===== src/rtl/sb_rx_fsm.sv =====
// Sideband receive controller: SBINIT pattern detection and
// header/data packet reassembly with parity check and valid/ack delivery.
module sb_rx_fsm #(
    parameter int unsigned PATTERN_DET_COUNT = 2,
    parameter logic [63:0] SB_PATTERN        = 64'hAAAA_AAAA_AAAA_AAAA,
    parameter logic [4:0]  DATA_OPCODE       = 5'b11011
) (
    input  logic        i_clk,
    input  logic        i_rst_n,
    input  logic        i_pattern_detect_en,
    input  logic        i_word_valid,
    input  logic [63:0] i_word,
    input  logic        i_msg_ack,
    output logic        o_pattern_detected,
    output logic        o_msg_valid,
    output logic [63:0] o_header,
    output logic [63:0] o_data,
    output logic        o_has_data,
    output logic        o_parity_err,
    output logic        o_overflow,
    output logic        o_busy
);

    localparam int unsigned CNT_W = $clog2(PATTERN_DET_COUNT + 1);
    localparam logic [CNT_W-1:0] CNT_MAX = CNT_W'(PATTERN_DET_COUNT);

    typedef enum logic [1:0] {
        IDLE,
        PATTERN_DET,
        WAIT_DATA,
        DELIVER
    } state_t;

    state_t           state_q;
    state_t           state_d;
    logic [CNT_W-1:0] cnt_q;
    logic [CNT_W-1:0] cnt_d;
    logic [63:0]      hdr_q;
    logic [63:0]      hdr_d;
    logic [63:0]      header_d;
    logic [63:0]      data_d;
    logic             has_data_d;
    logic             pdet_d;
    logic             perr_d;
    logic             ovf_d;

    logic             pat_match;
    logic [CNT_W-1:0] cnt_base;
    logic [CNT_W-1:0] cnt_inc;
    logic             cnt_hit;
    logic             hdr_cp_ok;
    logic             in_cp_ok;

    function automatic logic cp_ok(input logic [63:0] h);
        return h[62] == ^h[61:0];
    endfunction

    assign pat_match = (i_word == SB_PATTERN);
    // A search entered from IDLE starts from zero even if a stale count remains.
    assign cnt_base  = (state_q == IDLE) ? '0 : cnt_q;
    assign cnt_inc   = cnt_base + 1'b1;
    assign cnt_hit   = i_word_valid && pat_match && (cnt_inc == CNT_MAX);
    assign hdr_cp_ok = cp_ok(hdr_q);
    assign in_cp_ok  = cp_ok(i_word);

    always_comb begin
        state_d    = state_q;
        cnt_d      = cnt_q;
        hdr_d      = hdr_q;
        header_d   = o_header;
        data_d     = o_data;
        has_data_d = o_has_data;
        pdet_d     = 1'b0;
        perr_d     = 1'b0;
        ovf_d      = 1'b0;

        unique case (state_q)
            IDLE: begin
                if (i_pattern_detect_en) begin
                    state_d = PATTERN_DET;
                    cnt_d   = '0;
                    if (cnt_hit) begin
                        pdet_d  = 1'b1;
                        state_d = IDLE;
                    end else if (i_word_valid) begin
                        cnt_d = pat_match ? cnt_inc : '0;
                    end
                end else if (i_word_valid && !pat_match) begin
                    hdr_d = i_word;
                    if (i_word[4:0] == DATA_OPCODE) begin
                        state_d = WAIT_DATA;
                    end else if (in_cp_ok && !i_word[63]) begin
                        state_d    = DELIVER;
                        header_d   = i_word;
                        data_d     = '0;
                        has_data_d = 1'b0;
                    end else begin
                        perr_d = 1'b1;
                    end
                end
            end
            PATTERN_DET: begin
                if (!i_pattern_detect_en) begin
                    state_d = IDLE;
                    cnt_d   = '0;
                end else if (cnt_hit) begin
                    pdet_d  = 1'b1;
                    cnt_d   = '0;
                    state_d = IDLE;
                end else if (i_word_valid) begin
                    cnt_d = pat_match ? cnt_inc : '0;
                end
            end
            WAIT_DATA: begin
                if (i_word_valid) begin
                    if (hdr_cp_ok && (hdr_q[63] == ^i_word)) begin
                        state_d    = DELIVER;
                        header_d   = hdr_q;
                        data_d     = i_word;
                        has_data_d = 1'b1;
                    end else begin
                        state_d = IDLE;
                        perr_d  = 1'b1;
                    end
                end
            end
            DELIVER: begin
                ovf_d = i_word_valid;
                if (i_msg_ack) begin
                    state_d = IDLE;
                end
            end
            default: begin
                state_d = IDLE;
                cnt_d   = '0;
            end
        endcase
    end

    always_ff @(posedge i_clk or negedge i_rst_n) begin
        if (!i_rst_n) begin
            state_q            <= IDLE;
            cnt_q              <= '0;
            hdr_q              <= '0;
            o_header           <= '0;
            o_data             <= '0;
            o_has_data         <= 1'b0;
            o_msg_valid        <= 1'b0;
            o_busy             <= 1'b0;
            o_pattern_detected <= 1'b0;
            o_parity_err       <= 1'b0;
            o_overflow         <= 1'b0;
        end else begin
            state_q            <= state_d;
            cnt_q              <= cnt_d;
            hdr_q              <= hdr_d;
            o_header           <= header_d;
            o_data             <= data_d;
            o_has_data         <= has_data_d;
            o_msg_valid        <= (state_d == DELIVER);
            o_busy             <= (state_d != IDLE);
            o_pattern_detected <= pdet_d;
            o_parity_err       <= perr_d;
            o_overflow         <= ovf_d;
        end
    end

endmodule


===== config.mk =====
export PLATFORM = sky130hd
export DESIGN_NAME = sb_rx_fsm
export DESIGN_NICKNAME = d
export VERILOG_FILES = /design/src/rtl/sb_rx_fsm.sv
export SDC_FILE = /design/constraint.sdc
export NUM_CORES = 1
export LEC_CHECK = 0
export ABC_AREA = 0
export CORE_ASPECT_RATIO = 0.7
export CORE_UTILIZATION = 36
export DETAILED_ROUTE_END_ITERATION = 10
export GPL_ROUTABILITY_DRIVEN = 0
export PLACE_DENSITY_LB_ADDON = 0.12
export SLEW_MARGIN = 20
export SYNTH_ARGS = -nofsm -noshare
export SYNTH_HDL_FRONTEND = slang
export SYNTH_SLANG_ARGS = --single-unit

===== constraint.sdc =====
create_clock -name i_clk -period 2.72 [get_ports i_clk]
set_input_delay 0.816 -clock i_clk [delete_from_list [all_inputs] [get_ports i_clk]]
set_output_delay 0.816 -clock i_clk [all_outputs]
set_load 0.02 [all_outputs]

==> results of run 1 <==
how the worst max path moves through the flow:
| stage | to | slack [ns] | depth (start not counted) |
|---|---|---|---|
| after floorplan | o_header[46]$_DFFE_PN0P_ | -0.60 | 13 |
| after global routing | o_header[16]$_DFFE_PN0P_ | -0.53 | 13 |
| after detailed placement | o_data[18]$_DFFE_PN0P_ | -1.57 | 14 |
| after CTS | o_header[29]$_DFFE_PN0P_ | -0.42 | 13 |
| final | o_header[32]$_DFFE_PN0P_ | -0.47 | 13 |
| after global placement | o_data[54]$_DFFE_PN0P_ | -1.47 | 14 |
cells by family (layout without fill, tap and decap cells):
logic type | Yosys count | in the layout
simple gates | 247 | 247
flops | 202 | 202
compound gates | 167 | 167
buf+inv | 111 | 436
xor+xnor | 86 | 86
mux | 83 | 83
fa+ha+maj | 34 | 34
other cells | 0 | 1
cells in the mapped netlist:
library cell / number
nor2_1: 3
mux2_2: 19
xnor2_1: 63
and2_4: 1
dfrtp_1: 202
o22a_1: 1
clkbuf_2: 3
buf_4: 8
nand3b_1: 1
nand2_1: 91
nand3_2: 1
xor2_1: 11
buf_12: 1
nand3_1: 131
xor3_1: 1
nor2b_1: 2
o21ai_1: 17
buf_2: 5
or3_1: 1
and3_1: 3
xnor3_1: 11
clkbuf_1: 32
ha_1: 34
nand4_1: 8
a21boi_1: 1
a32o_1: 3
nor4_1: 2
o21ai_0: 135
inv_1: 48
and2_1: 2
buf_1: 4
buf_8: 1
buf_6: 9
mux2i_1: 64
o21ai_2: 10
nor3b_1: 1
registers in the layout, indices dropped and copies added, names as in the netlist:
signal,cells
o_busy,1
hdr_q,64
o_has_data,1
state_q,2
o_pattern_detected,1
o_header,64
o_msg_valid,1
o_parity_err,1
o_overflow,1
cnt_q,2
o_data,64
through the flow:
| stage | TNS, ns | setup WS [ns] | util (%) | hold WS [ns] | std cells |
|---|---|---|---|---|---|
| 6_report | -54.64 | -0.467 | 56.9 | 0.292 | 1620 |
| 5_1_grt | -63.27 | -0.528 | 56.9 | 0.325 | 1619 |
| 4_1_cts | -48.74 | -0.416 | 56.0 | 0.309 | 1613 |
| 3_5_place_dp | -221.91 | -1.57 | 49.7 | 0.464 | 1553 |
| 3_3_place_gp | -212.45 | -1.47 | 49.7 | 0.464 | 1553 |
| 2_1_floorplan | -72.42 | -0.596 | - | 0.460 | 930 |
layout make-up:
| class | instances | share of cell area, % |
|---|---|---|
| diodes | 1 | 0.0164 |
| clock buffers | 36 | 4.42 |
| clock inverters | 5 | 0.352 |
| inverters | 48 | 1.26 |
| multi-input cells | 617 | 34.5 |
| flip-flops and latches | 202 | 33.1 |
| well taps | 364 | 2.98 |
| repair buffers | 347 | 23.4 |
what timing repair did:
item	in CTS	in global routing
resized for setup	249	31
endpoints found under the setup margin	148	148
buffers inserted	12	2
cloned	9	4
pin swaps	54	7
worst reg2reg max path: cells and delay by family, from the launching register on:
kind,cells,cell delay [ns]
AOI/OAI and AO/OA,1,0.10
xor gates and xnor gates,5,1.77
buffers and inverters,1,0.20
DFF,1,0.41
and+or+nand+nor,2,0.40
metal layers:
metal,track usage [%],vias to the layer above
met5,0,-
met4,3.33,2
met3,3.78,28
met2,33.1,215
met1,39.2,4009
li1,-,3830
power breakdown:
group / internal [mW] / switching, mW / leakage, nW
Clock: 1.79 / 1.25 / 0.359
Combinational: 6.47 / 5.69 / 3.84
Sequential: 4.19 / 0.908 / 2.63
Total: 12.4 / 7.86 / 6.83
==> key figures, run 1 <==
Final layout
  – Register area: 5060 um2
  – Filler instances: 2319
  – Most common cell after layout, fill and taps aside: dfrtp_1
  – Layout cells sized above 1: 31.2%
  – # nets final: 1342
  – Most frequent cells in the layout: 201 x dfrtp_1, 139 x clkdlybuf4s50_1, 110 x buf_4, 90 x nand2_1, 84 x nand3_1
  – Area occupied by multi-input gates: 5260 um2
  – Area Overhead vs Synth: 54.9%
  – Post-route cell area: 15300 um2

Place
  – Post-DP HPWL: 20.7 mm
  – Port bufs: 202
  – Dpl cell area: 13300 um2

Global route
  – All-layer global routing usage: 23.9%
  – Initial antenna violation count: 2
  – Vias in the first global route: 8048
  – GRT Residual Overflow: 0
  – Largest net degree at the start of global routing: 72
  – Global-route wire length before repair: 50.3 mm

Routing
  – Avg WL per Cell: 20.7 um
  – Metal-1 WL: 17.6 mm
  – Antenna viol nets, final: 0
  – DR pass1 iterations: 5
  – DR WL met2: 13.8 mm
  – DRC: 0
  – Final wirelength: 33.5 mm
  – Via Count: 8084
  – WL met3: 1.69 mm
  – Top sig layer: met5
  – Avg Vias per Cell: 4.99
  – Iter 0 DRT Violations: 404

Clock tree
  – Root Driver: clkbuf_16
  – Clk buf depth: 3
  – Number of buffers created by CTS: 23
  – Clock slew at reported path FFs: 0.06 ns
  – CTS tree: done
  – Post-CTS Hold Buffers: 0
  – Worst skew pair latency: 0.51 ns
  – Sink Count: 202
  – H-tree depth: 1

STA
  – Final clock skew: 0.0219 ns
  – Final hold vios: 0
  – Fmax: 0.314 GHz
  – RSZ-0062 raised after global routing: yes
  – Worst-Margin Slew: 0.926 ns
  – Final worst setup slack: -0.467 ns
  – Final period util: 117%
  – Setup violators final: 133
  – Slew Limit Fails: 0
  – Min Tclk post-route: 3.19 ns
  – Normalized max-slew margin: 38.3%

Logic synthesis
  – Synth Area in XOR/XNOR: 9.33%
  – Simple-gate share of the synthesized area: 11.7%
  – Area contributors post-synth: dfrtp_1 51%, o21ai_0 6.9%, nand3_1 6.7%
  – Post-synthesis mux area share: 8.67%
  – Mapped Area: 9860 um2
  – Post-Syn Instances: 930
  – Post-synth net total: 1033
  – Avg Cell Area, Syn: 10.6 um2
  – Cell variety after synth: 36
  – Main combinational cell family by area after synthesis: simple AND/OR/NAND/NOR gates
  – Adder-Cell Fraction of Synth Area: 4.32%
  – Sequential fraction of the synthesis area: 51.3%
  – Post-synthesis register bit count: 202
  – Syn. warnings: 0
  – Yosys top cell area share: 51.3%
  – Compound-Gate Fraction of Synth Area: 9.08%
  – Synth area leader: dfrtp_1

Setup path
  – WP data required: 3.15 ns
  – R2R Path End: o_header[40]$_DFFE_PN0P_
  – Critical Path Start: i_word[60]
  – Startpoint types: input port
  – CP delay by family, top: XOR/XNOR gates
  – FF-to-FF path depth: 9
  – Launch point of the worst reg-to-reg path: hdr_q[18]$_DFFE_PN0P_
  – Kind of critical path: in -> reg
  – Critical Path AT: 3.62 ns
  – CP most frequent cell: xnor3_1
  – CP max FO: 14
  – Slowest-stage cell, CP: xnor3_1
  – R2r setup slk: -0.29 ns
  – Max incr delay on CP: 0.44 ns
  – Worst path cell trace: buf_6 > buf_6 > inv_12 > ha_4 > xnor3_1 > xnor3_1 > xnor3_1 > xnor3_2 > xnor2_1 > or3_4 > and2_4 > clkbuf_16 > o21ai_2
  – Crit. End Element: flip-flop
  – CP Buf/Inv Count: 4

Floorplan
  – Std-Cell Rows: 50
  – Core area: 26800 um2
  – Die X: 200 um
  – Die height: 140 um
  – Starting density of the core: 36.7%
  – Full die area: 28100 um2
  – Top Ports: 203

Worst hold path
  – Hold Path Class: in -> async

Power and ir drop
  – Pleak: 6.83 nW
  – VDD IR max: 1.46 mV
  – Cell area power density: 1330 nW/um2
  – Total Power: 20.3 mW

Run status
  – Failing checks: setup timing
  – Outcome: complete, but fails checks

Run
  – Max-cap violation count: 0
Power figures use the tool's default switching activity.
==> run 2: changes to the inputs <==
--- a/config.mk
+++ b/config.mk
@@ -7,10 +7,12 @@
 export LEC_CHECK = 0
 export ABC_AREA = 0
 export CORE_ASPECT_RATIO = 0.7
+export CORE_MARGIN = 4
 export CORE_UTILIZATION = 36
 export DETAILED_ROUTE_END_ITERATION = 10
 export GPL_ROUTABILITY_DRIVEN = 0
 export PLACE_DENSITY_LB_ADDON = 0.12
+export SKIP_CTS_REPAIR_TIMING = 1
 export SLEW_MARGIN = 20
 export SYNTH_ARGS = -nofsm -noshare
 export SYNTH_HDL_FRONTEND = slang
==> run 2 against run 1 <==
- the run still ends with setup timing left
- non-clock buffer count down 7
- largest power group unchanged
- sequential cell count unchanged
- total power down 3.7%
- sequential power about the same
- via count down 0.84%
- critical path type unchanged
- critical path depth unchanged
- final cell count down 0.86%
- fmax down 8.6%
- die area up 7.4%
- wire length up 2.5%
- register-to-register slack worse by 0.28 ns
==> key figures, run 2 (synthesis gave the netlist of run 1 again) <==
Run status
  – Outcome: complete, but fails checks
  – Failing checks: setup timing

STA
  – Fmax: 0.287 GHz (-8.6%)
  – RSZ-0062 raised after global routing: yes
  – Final period util: 128% (+11 points)
  – Slew Limit Fails: 0 (unchanged)
  – Final worst setup slack: -0.768 ns (-0.300 ns)
  – Final hold vios: 0 (unchanged)
  – Min Tclk post-route: 3.49 ns (+0.300 ns)
  – Setup violators final: 134 (+0.75%)
  – Final hold slack: 0.278 ns (-0.0132 ns)
  – Worst-Margin Slew: 0.892 ns (-0.0339 ns)
  – Final clock skew: 0.0156 ns (-0.00626 ns)
  – Normalized max-slew margin: 40.5% (+2.3 points)

Setup path
  – R2r setup slk: -0.57 ns (-0.28 ns)
  – FF-to-FF path depth: 10 (+1)
  – R2R Path End: o_header[28]$_DFFE_PN0P_
  – Kind of critical path: in -> reg
  – CP max FO: 9 (-5)
  – Startpoint types: input port
  – Critical Path AT: 3.86 ns (+0.24 ns)
  – Crit. End Element: flip-flop
  – WP data required: 3.09 ns (-0.06 ns)
  – Launch point of the worst reg-to-reg path: hdr_q[40]$_DFFE_PN0P_

Clock tree
  – Sink Count: 202 (unchanged)
  – Root Driver: clkbuf_16
  – Clk buf depth: 3 (unchanged)
  – Worst skew pair latency: 0.51 ns (about the same)
  – H-tree depth: 1 (unchanged)
  – Number of buffers created by CTS: 22 (-4.3%)
  – Clock slew at reported path FFs: 0.06 ns (about the same)
  – CTS tree: done

Power and ir drop
  – Comb pwr share: 58.1% (-1.8 points)
  – Switch share: 38.4% (-0.31 points)
  – P_int: 12.0 mW (-3.2%)
  – Flop pwr share: 26.1% (+1.0 points)
  – VDD IR max: 1.36 mV (-6.7%)
  – Pleak: 7.01 nW (+2.7%)
  – Sw power: 7.50 mW (-4.5%)
  – Cell area power density: 1300 nW/um2 (-2.2%)
  – Clock power frac: 15.8% (+0.8 points)

Floorplan
  – Core area: 26800 um2 (unchanged)
  – Die X: 206 um (+3.0%)
  – Std-Cell Rows: 50 (unchanged)
  – Die height: 146 um (+4.3%)
  – Top Ports: 203 (unchanged)
  – Starting density of the core: 36.7% (unchanged)
  – Full die area: 30100 um2 (+7.4%)

Routing
  – Iter 0 DRT Violations: 494 (+22%)
  – Via Count: 8016 (-0.84%)
  – Antenna viol nets, final: 0 (unchanged)
  – DR WL met2: 14.3 mm (+4.1%)
  – Metal-1 WL: 17.4 mm (-0.98%)
  – Avg WL per Cell: 21.4 um (+3.4%)
  – DR pass1 iterations: 4 (-1)
  – WL met3: 2.14 mm (+27%)
  – Top sig layer: met4
  – Final wirelength: 34.3 mm (+2.5%)
  – Avg Vias per Cell: 4.99 (about the same)
  – DRC: 0 (unchanged)

Global route
  – Largest net degree at the start of global routing: 125 (+74%)
  – All-layer global routing usage: 19.9% (-4.0 points)
  – Vias in the first global route: 7904 (-1.8%)
  – Global-route wire length before repair: 47.2 mm (-6.2%)
  – GRT Residual Overflow: 0 (unchanged)
  – Initial antenna violation count: 0 (-2)

Place
  – Port bufs: 202 (unchanged)
  – Post-DP HPWL: 21.5 mm (+3.8%)
  – Worst slack, placed: -1.52 ns (+0.0435 ns)

Final layout
  – Area occupied by multi-input gates: 5040 um2 (-4.2%)
  – # nets final: 1335 (-0.52%)
  – Top Registers: hdr_q x64, o_data x64, o_header x64
  – Diode count: 0 (-1)
  – Area Overhead vs Synth: 52.6%
  – Register area: 5060 um2 (unchanged)
  – Most common cell after layout, fill and taps aside: dfrtp_1
  – Layout cells sized above 1: 25.8% (-5.3 points)
  – Filler instances: 2288 (-1.3%)
  – Most frequent cells in the layout: 201 x dfrtp_1, 158 x clkdlybuf4s50_1, 108 x buf_4, 92 x o21ai_0, 91 x nand2_1

Worst hold path
  – Hold Path Class: in -> async

Run
  – Max-cap violation count: 0 (unchanged)
## run 2: cell type report
| class | count | share of cell area (%) |
|---|---|---|
| flip-flops and latches | 202 | 33.6 |
| clock inverters | 3 | 0.433 |
| multi-input cells | 618 | 33.5 |
| clock buffers | 31 | 4.43 |
| well taps | 364 | 3.03 |
| repair buffers | 340 | 23.7 |
| inverters | 48 | 1.28 |
## run 2: metal layers
layer	vias up	GRT usage (%)
li1	3807	-
met1	3951	32.4
met2	232	27.6
met3	26	3.66
met4	0	3.25
met5	-	0
## run 2: critical path, cell delays in order
cell             delay, ns
clkdlybuf4s50_1       0.53
inv_2                 0.07
ha_4                  0.24
xnor2_2               0.15
xnor2_2               0.24
xnor3_1               0.36
xnor3_2               0.31
xnor2_2               0.20
or3_4                 0.43
buf_4                 0.17
clkbuf_16             0.17
nand3_1               0.08
o21ai_0               0.08
## run 2: worst max path at each step
stage,startpoint,endpoint,slack (ns),cells past startpoint
2_1_floorplan,i_word[60],o_header[46]$_DFFE_PN0P_,-0.60,13
3_3_place_gp,i_word[46],o_data[8]$_DFFE_PN0P_,-1.50,12
3_5_place_dp,i_word[26],o_data[1]$_DFFE_PN0P_,-1.52,13
4_1_cts,i_word[26],o_data[58]$_DFFE_PN0P_,-1.01,13
5_1_grt,i_word[36],o_header[5]$_DFFE_PN0P_,-0.79,13
6_report,i_word[36],o_data[18]$_DFFE_PN0P_,-0.77,13
## run 2: power by group through the flow
stage | Clock, mW | Sequential, mW | Combinational, mW
floorplan | 0 | 6.00 | 6.13
global placement | 0 | 5.35 | 10.9
detailed placement | 0 | 5.21 | 10.6
CTS | 3.18 | 5.18 | 10.6
global route | 3.28 | 4.90 | 11.0
finish | 3.09 | 5.10 | 11.4
## run 2: through the flow
stage / setup TNS [ns] / util [%] / instance area (um2) / std cells / power (mW)
6_report: -96.62 / 56.0 / 15000 / 1606 / 19.5
5_1_grt: -100.39 / 56.0 / 15000 / 1606 / 19.2
4_1_cts: -129.54 / 52.3 / 14000 / 1584 / 19.0
3_5_place_dp: -225.93 / 49.5 / 13300 / 1550 / 15.8
3_3_place_gp: -221.03 / 49.5 / 13300 / 1550 / 16.2
2_1_floorplan: -72.42 / - / 10300 / 930 / 12.1
==> run 3: changes to the inputs <==
--- a/config.mk
+++ b/config.mk
@@ -13,7 +13,6 @@
 export GPL_ROUTABILITY_DRIVEN = 0
 export PLACE_DENSITY_LB_ADDON = 0.12
 export SKIP_CTS_REPAIR_TIMING = 1
-export SLEW_MARGIN = 20
 export SYNTH_ARGS = -nofsm -noshare
 export SYNTH_HDL_FRONTEND = slang
 export SYNTH_SLANG_ARGS = --single-unit
==> results of run 3 <==
The final DEF is identical to that of run 2; final timing and power are the same.
